File: src/rtl/bc1_block_fetch_pkg.sv
// texture_pkg: shared BC1 block layout, block size and fetch FSM states.
package texture_pkg;
  localparam int BC1_BLOCK_BYTES = 8;
  localparam int BLK_SHIFT = $clog2(BC1_BLOCK_BYTES);
  typedef struct packed {
    logic [15:0] c1;
    logic [15:0] c0;
    logic [31:0] idx;
  } bc1_block_t;
  typedef enum logic [2:0] {IDLE, LOOKUP, MREQ, MWAIT, OUT} fetch_state_t;
endpackage

File: src/rtl/bc1_block_fetch_if.sv
// bc1_block_fetch_if: request, memory and decoder-side handshakes of the block fetcher.
interface bc1_block_fetch_if #(parameter int ADDR_W = 32, parameter int COORD_W = 14);
  logic               req_valid;
  logic               req_ready;
  logic [COORD_W-1:0] req_u;
  logic [COORD_W-1:0] req_v;
  logic [ADDR_W-1:0]  req_base;
  logic [COORD_W-3:0] req_pitch_blk;
  logic               inv;
  logic               mem_req_valid;
  logic               mem_req_ready;
  logic [ADDR_W-1:0]  mem_req_addr;
  logic               mem_rsp_valid;
  logic [63:0]        mem_rsp_data;
  logic               out_valid;
  logic               out_ready;
  logic [63:0]        out_block;
  logic [3:0]         out_texel_idx;
  modport slave (
    input  req_valid, req_u, req_v, req_base, req_pitch_blk, inv,
           mem_req_ready, mem_rsp_valid, mem_rsp_data, out_ready,
    output req_ready, mem_req_valid, mem_req_addr, out_valid, out_block, out_texel_idx
  );
  modport master (
    output req_valid, req_u, req_v, req_base, req_pitch_blk, inv,
           mem_req_ready, mem_rsp_valid, mem_rsp_data, out_ready,
    input  req_ready, mem_req_valid, mem_req_addr, out_valid, out_block, out_texel_idx
  );
endinterface

File: src/rtl/bc1_block_fetch_tag_cache.sv
// bc1_tag_cache: direct-mapped block cache, one lookup port, one fill port, global invalidate.
module bc1_tag_cache
  import texture_pkg::*;
#(
  parameter int ADDR_W = 32,
  parameter int IDX_W  = 3
) (
  input  logic                          clk,
  input  logic                          rst_n,
  input  logic                          inv_i,
  input  logic [ADDR_W-BLK_SHIFT-1:0]   blk_i,
  output logic                          hit_o,
  output bc1_block_t                    rdata_o,
  input  logic                          fill_i,
  input  bc1_block_t                    fill_data_i
);
  localparam int TAG_W = ADDR_W - BLK_SHIFT - IDX_W;
  localparam int N = 2 ** IDX_W;
  logic [N-1:0]     valid_q;
  logic [TAG_W-1:0] tag_q [N];
  bc1_block_t       data_q [N];
  logic [IDX_W-1:0] idx;
  logic [TAG_W-1:0] tag;
  assign idx = blk_i[IDX_W-1:0];
  assign tag = blk_i[ADDR_W-BLK_SHIFT-1 -: TAG_W];
  assign hit_o = valid_q[idx] && tag_q[idx] == tag;
  assign rdata_o = data_q[idx];
  // invalidate outranks a fill landing on the same edge
  always_ff @(posedge clk or negedge rst_n)
    if (!rst_n) valid_q <= '0;
    else if (inv_i) valid_q <= '0;
    else if (fill_i) valid_q[idx] <= 1'b1;
  always_ff @(posedge clk)
    if (fill_i) begin
      tag_q[idx]  <= tag;
      data_q[idx] <= fill_data_i;
    end
endmodule

File: src/rtl/bc1_block_fetch.sv
// bc1_block_fetch: texel coordinate -> BC1 block address, cached fetch, block out to decoder.
// Define BC1_FETCH_STATS_EN to add saturating hit/miss counters.
module bc1_block_fetch
  import texture_pkg::*;
#(
  parameter int ADDR_W  = 32,
  parameter int COORD_W = 14,
  parameter int IDX_W   = 3
) (
  input  logic clk,
  input  logic rst_n,
  bc1_block_fetch_if.slave bus
`ifdef BC1_FETCH_STATS_EN
  ,
  output logic [31:0] hit_count_o,
  output logic [31:0] miss_count_o
`endif
);
  localparam int PW = COORD_W - 2;
  fetch_state_t      state_q, state_d;
  logic [ADDR_W-1:0] blk_addr_q, blk_addr_d, addr_c;
  logic [3:0]        tidx_q, tidx_d;
  bc1_block_t        block_q, block_d, cache_data;
  logic              fsup_q, fsup_d, hit, fill;
  logic [2*PW-1:0]   prod_c;
  assign prod_c = PW'(bus.req_v >> 2) * bus.req_pitch_blk;
  assign addr_c = (bus.req_base & ~ADDR_W'(BC1_BLOCK_BYTES - 1))
                + ((ADDR_W'(prod_c) + ADDR_W'(bus.req_u >> 2)) << BLK_SHIFT);
  assign fill = state_q == MWAIT && bus.mem_rsp_valid && !fsup_q;
  // suppression spans the whole miss and is dropped when the response retires it
  assign fsup_d = (state_q == MWAIT && bus.mem_rsp_valid) ? 1'b0
                : (bus.inv && (state_q == MREQ || state_q == MWAIT)) ? 1'b1 : fsup_q;
  bc1_tag_cache #(.ADDR_W(ADDR_W), .IDX_W(IDX_W)) u_cache (
    .clk(clk),
    .rst_n(rst_n),
    .inv_i(bus.inv),
    .blk_i(blk_addr_q[ADDR_W-1:BLK_SHIFT]),
    .hit_o(hit),
    .rdata_o(cache_data),
    .fill_i(fill),
    .fill_data_i(bus.mem_rsp_data)
  );
  always_comb begin
    state_d    = state_q;
    blk_addr_d = blk_addr_q;
    tidx_d     = tidx_q;
    block_d    = block_q;
    case (state_q)
      IDLE: if (bus.req_valid) begin
        blk_addr_d = addr_c;
        tidx_d     = {bus.req_v[1:0], bus.req_u[1:0]};
        state_d    = LOOKUP;
      end
      LOOKUP: begin
        block_d = hit ? cache_data : block_q;
        state_d = hit ? OUT : MREQ;
      end
      MREQ: state_d = bus.mem_req_ready ? MWAIT : MREQ;
      MWAIT: if (bus.mem_rsp_valid) begin
        block_d = bus.mem_rsp_data;
        state_d = OUT;
      end
      OUT: state_d = bus.out_ready ? IDLE : OUT;
      default: state_d = IDLE;
    endcase
  end
  always_ff @(posedge clk or negedge rst_n)
    if (!rst_n) begin
      state_q    <= IDLE;
      blk_addr_q <= '0;
      tidx_q     <= '0;
      block_q    <= '0;
      fsup_q     <= 1'b0;
    end else begin
      state_q    <= state_d;
      blk_addr_q <= blk_addr_d;
      tidx_q     <= tidx_d;
      block_q    <= block_d;
      fsup_q     <= fsup_d;
    end
  assign bus.req_ready     = state_q == IDLE;
  assign bus.mem_req_valid = state_q == MREQ;
  assign bus.mem_req_addr  = blk_addr_q;
  assign bus.out_valid     = state_q == OUT;
  assign bus.out_block     = block_q;
  assign bus.out_texel_idx = tidx_q;
`ifdef BC1_FETCH_STATS_EN
  logic [31:0] hit_q, miss_q;
  always_ff @(posedge clk or negedge rst_n)
    if (!rst_n) begin
      hit_q  <= '0;
      miss_q <= '0;
    end else if (state_q == LOOKUP) begin
      if (hit && ~&hit_q) hit_q <= hit_q + 32'd1;
      if (!hit && ~&miss_q) miss_q <= miss_q + 32'd1;
    end
  assign hit_count_o  = hit_q;
  assign miss_count_o = miss_q;
`endif
endmodule
File: src/flat_wrapper.sv
// flat-port wrapper written by rule: the top's interface ports become plain ports
module bc1_block_fetch_flat import texture_pkg::*;
#(
  parameter int ADDR_W  = 32,
  parameter int COORD_W = 14,
  parameter int IDX_W   = 3
)
  (clk, rst_n, bus_req_valid, bus_req_u, bus_req_v, bus_req_base, bus_req_pitch_blk, bus_inv, bus_mem_req_ready, bus_mem_rsp_valid, bus_mem_rsp_data, bus_out_ready, bus_req_ready, bus_mem_req_valid, bus_mem_req_addr, bus_out_valid, bus_out_block, bus_out_texel_idx);
  bc1_block_fetch_if #(.ADDR_W(ADDR_W), .COORD_W(COORD_W)) bus_i ();
  input  logic clk;
  input  logic rst_n;
  input wire logic [$bits(bus_i.req_valid)-1:0] bus_req_valid;
  input wire logic [$bits(bus_i.req_u)-1:0] bus_req_u;
  input wire logic [$bits(bus_i.req_v)-1:0] bus_req_v;
  input wire logic [$bits(bus_i.req_base)-1:0] bus_req_base;
  input wire logic [$bits(bus_i.req_pitch_blk)-1:0] bus_req_pitch_blk;
  input wire logic [$bits(bus_i.inv)-1:0] bus_inv;
  input wire logic [$bits(bus_i.mem_req_ready)-1:0] bus_mem_req_ready;
  input wire logic [$bits(bus_i.mem_rsp_valid)-1:0] bus_mem_rsp_valid;
  input wire logic [$bits(bus_i.mem_rsp_data)-1:0] bus_mem_rsp_data;
  input wire logic [$bits(bus_i.out_ready)-1:0] bus_out_ready;
  output wire logic [$bits(bus_i.req_ready)-1:0] bus_req_ready;
  output wire logic [$bits(bus_i.mem_req_valid)-1:0] bus_mem_req_valid;
  output wire logic [$bits(bus_i.mem_req_addr)-1:0] bus_mem_req_addr;
  output wire logic [$bits(bus_i.out_valid)-1:0] bus_out_valid;
  output wire logic [$bits(bus_i.out_block)-1:0] bus_out_block;
  output wire logic [$bits(bus_i.out_texel_idx)-1:0] bus_out_texel_idx;
  assign bus_i.req_valid = bus_req_valid;
  assign bus_i.req_u = bus_req_u;
  assign bus_i.req_v = bus_req_v;
  assign bus_i.req_base = bus_req_base;
  assign bus_i.req_pitch_blk = bus_req_pitch_blk;
  assign bus_i.inv = bus_inv;
  assign bus_i.mem_req_ready = bus_mem_req_ready;
  assign bus_i.mem_rsp_valid = bus_mem_rsp_valid;
  assign bus_i.mem_rsp_data = bus_mem_rsp_data;
  assign bus_i.out_ready = bus_out_ready;
  assign bus_req_ready = bus_i.req_ready;
  assign bus_mem_req_valid = bus_i.mem_req_valid;
  assign bus_mem_req_addr = bus_i.mem_req_addr;
  assign bus_out_valid = bus_i.out_valid;
  assign bus_out_block = bus_i.out_block;
  assign bus_out_texel_idx = bus_i.out_texel_idx;
  bc1_block_fetch #(.ADDR_W(ADDR_W), .COORD_W(COORD_W), .IDX_W(IDX_W)) u_core (.clk(clk), .rst_n(rst_n), .bus(bus_i));
endmodule
File: config.mk
export PLATFORM = sky130hd
export DESIGN_NAME = bc1_block_fetch_flat
export DESIGN_NICKNAME = d
export VERILOG_FILES = /design/src/rtl/bc1_block_fetch_pkg.sv /design/src/rtl/bc1_block_fetch_if.sv /design/src/rtl/bc1_block_fetch_tag_cache.sv /design/src/rtl/bc1_block_fetch.sv /design/src/flat_wrapper.sv
export SDC_FILE = /design/constraint.sdc
export NUM_CORES = 1
export LEC_CHECK = 0
export ABC_AREA = 0
export CORE_ASPECT_RATIO = 0.8
export CORE_UTILIZATION = 40
export DETAILED_ROUTE_END_ITERATION = 10
export GPL_ROUTABILITY_DRIVEN = 0
export SETUP_SLACK_MARGIN = 0.1
export SKIP_LAST_GASP = 1
export SYNTH_ARGS = -nofsm -noshare
export SYNTH_HDL_FRONTEND = slang
export SYNTH_SLANG_ARGS = --single-unit
File: constraint.sdc
create_clock -name clk -period 21.9 [get_ports clk]
set_input_delay 4.38 -clock clk [delete_from_list [all_inputs] [get_ports clk]]
set_output_delay 4.38 -clock clk [all_outputs]
set_load 0.01 [all_outputs]
==> results.toml <==
[synthesis]
synth_ff_type = "edfxtp_1"
yosysSeqAreaShare = 0.633
synth-edff-count = 720
yosys.area.top_type = "edfxtp_1"
avgSynthCellArea_um2 = 16.4
synthDominantCellAreaShare = 0.562
async_reset_ff_frac = 0.131
syn-cell-area_mm2 = 0.0384
synthTopCellsByArea = "edfxtp_1 56%, mux4_2 11%, dfrtp_1 7.1%"
ys_warn_count = 0
ys_ff_latch = 829
synthDistinctLibCells = 59
synth_cells = 2337

[critical_path]
cpLargestDelayFamily = "adder cells"
cpMostUsedCell = "fa_1"
cp-start-kind = "input pin"
path_buf_inv = 5
cp.required_ns = 22.45
crit_path_max_fanout = 12
slowest_delay_ns = 0.88
cp_num_cells = 28
cp.arrival_ns = 12.63
worst_path_max_delay_cell = "a2111oi_0"
critPathKind = "input pin to flop"
cp-end-kind = "flop"
reg2reg_depth = 10

[sta]
worst_pin_slew_ns = 1.04
finalHoldViolCount = 0
setup_viol = 0
fin_crit_sh = 0.551
period_minus_slack_ns = 12.08
finalMaxSlewViolations = 0
rsz0062_at_grt = "no"
slew_headroom = 0.301
fmax_mhz = 82.8
fin_setup_tns_ns = 0
clock_skew_ns = 0.0249
holdWs_ns = 0.481

[drt]
first_pass_iters = 5
drt-initial-drc-count = 1316
drc = 0
vias = 20700
via_per_inst = 5.24
ant_nets = 0
routed_wl_um = 87300
drt-wirelength-per-cell_um = 22.1

[power]
p_int_mw = 4.16
p_seq_frac = 0.318
p_switching_mw = 2.37
p_comb_frac = 0.454
switching_share = 0.363
finalPower_mw = 6.53
vdd_drop_max_mv = 0.140
p_clk_frac = 0.228
power_density_mw_per_mm2 = 145
leakagePower_nw = 16.1

[placement]
dpl_cell_area_mm2 = 0.0422
hpwl_um = 51900
port-buffer-count = 239

[floorplan]
pin_count = 246
start_util = 0.404
die_y_um = 279
die_area_mm2 = 0.0973
core_mm2 = 0.0950
fp-row-count = 101
die_w_um = 349

[run_status]
status = "complete, no violations"

[final_layout]
utilization = 0.475
drive_gt1_frac = 0.152
mostFrequentLayoutCell = "edfxtp_1"
fillCellCount = 8112
final_cell_area_mm2 = 0.0452
layout_common_cells = "720 x edfxtp_1, 238 x clkdlybuf4s50_1, 187 x inv_1"
multi_input_area_mm2 = 0.0130
syn_to_final_growth_pct = 17.5
regArea_mm2 = 0.0244
nets = 2933

[cts]
cts_hold_buffers = 0
cts_tree = "built"
cts_buffer_depth = 3
cts_sinks = 829
insertion_delay_ns = 0.65
cts_resized = 0
clockRootBuffer = "clkbuf_16"
post-cts-setup-buffer-count = 0
htree_levels = 3
cts_buffers = 85
clk_pin_slew_ns = 0.06

[min_path]
hold_class = "flop to flop"
min_path_cells = 1

[job]
drv_cap = 0

[global_route]
grt_max_degree = 137
grt_pass1_vias = 22200
grt_overflow = 0
grt_pass1_wl_um = 134000
antenna_found_initial = 8
grt_usage = 0.182
## per-stage QoR
stage | worst slack (ns) | cells
6_report | 9.82 | 3943
5_1_grt | 9.40 | 3940
4_1_cts | 9.96 | 3937
3_5_place_dp | 9.30 | 3778
3_3_place_gp | 9.41 | 3778
2_1_floorplan | 10.34 | 2339
## final cells by class
type | instances | share of cell area
Antenna cell | 6 | 0.000332
Clock buffer | 111 | 0.0513
Clock inverter | 48 | 0.0134
Inverter | 187 | 0.0155
Multi-Input combinational cell | 1213 | 0.287
Sequential cell | 829 | 0.539
Tap cell | 1287 | 0.0356
Timing Repair Buffer | 262 | 0.0576
## cells by family after synthesis
group / count (synthesis) / synth area share
flops: 829 / 0.633
simple gates: 383 / 0.0463
mux: 340 / 0.150
buf+inv: 297 / 0.0314
fa+ha+maj: 212 / 0.0911
compound gates: 211 / 0.0332
xor+xnor: 64 / 0.0146
other cells: 1 / 0.0000976
## final timing paths
check,start,to,slack (ns)
max,bus_req_pitch_blk[1],u_core.bus.mem_req_addr[30]$_DFFE_PN0P_,9.82
max in group asynchronous,rst_n,u_core.bus.mem_req_addr[5]$_DFFE_PN0P_,16.71
min in group asynchronous,rst_n,u_core.bus.out_texel_idx[2]$_DFFE_PN0P_,3.76
min,u_core.bus.out_block[16]$_DFFE_PN0P_,u_core.bus.out_block[16]$_DFFE_PN0P_,0.48
max reg2reg,u_core.bus.mem_req_addr[4]$_DFFE_PN0P_,u_core.bus.out_block[50]$_DFFE_PN0P_,15.63
min reg2reg,u_core.bus.out_block[16]$_DFFE_PN0P_,u_core.bus.out_block[16]$_DFFE_PN0P_,0.48
## sequential cells by signal (all words and copies together), names as in the netlist
| signal | count |
|---|---|
| u_core.bus.mem_req_addr | 29 |
| u_core.bus.out_block | 64 |
| u_core.bus.out_texel_idx | 4 |
| u_core.fsup_q | 1 |
| u_core.state_q | 3 |
| u_core.u_cache.data_q | 512 |
| u_core.u_cache.tag_q | 208 |
| u_core.u_cache.valid_q | 8 |
## metal layers
layer  GRT usage  wire (um)  vias to the layer above
li1            -          -                     9199
met5           0         50                        -
met3      0.0384       4430                      103
met4      0.0371       1370                        6
met1       0.250      38600                    10900
met2       0.301      42900                      437
## worst reg2reg max path, cell delays in order (launching register included)
cell and delay [ns]:
dfrtp_4 0.83, buf_12 0.68, buf_4 0.98, mux2i_1 0.32, xnor2_1 0.09, nor4_1 0.50, nand4_1 0.21, or4_4 0.57
a21oi_4 0.77, buf_4 0.79, mux2_2 0.44
## synth_stat cells (6+ instances only)
cell        n
xor2_1     14
clkbuf_1   64
nor4_1      6
nor2_1    109
buf_2      13
o21ai_0    30
a21oi_1   104
edfxtp_1  720
mux2_1     18
buf_4       6
mux2_2     48
a31oi_1     6
nand3_1    14
nand2_1   132
fa_1      113
nor3_1      7
a21o_1     18
buf_6       7
buf_1      20
o21bai_1   10
xnor2_1    50
inv_1     187
mux4_2    182
o211ai_1    7
and2_1     85
and3_1      8
ha_1       99
mux2i_1    92
a211oi_1    6
dfrtp_1   109
## power by group through the flow
| stage | Sequential (mW) | Clock [mW] | Combinational [mW] |
|---|---|---|---|
| after global routing | 2.10 | 1.59 | 3.30 |
| after global placement | 2.10 | 0 | 2.96 |
| after detailed placement | 2.11 | 0 | 3.00 |
| after CTS | 2.08 | 1.53 | 3.01 |
| after floorplan | 2.05 | 0 | 2.18 |
| final | 2.08 | 1.49 | 2.97 |
(Power assumes the default switching activity.)
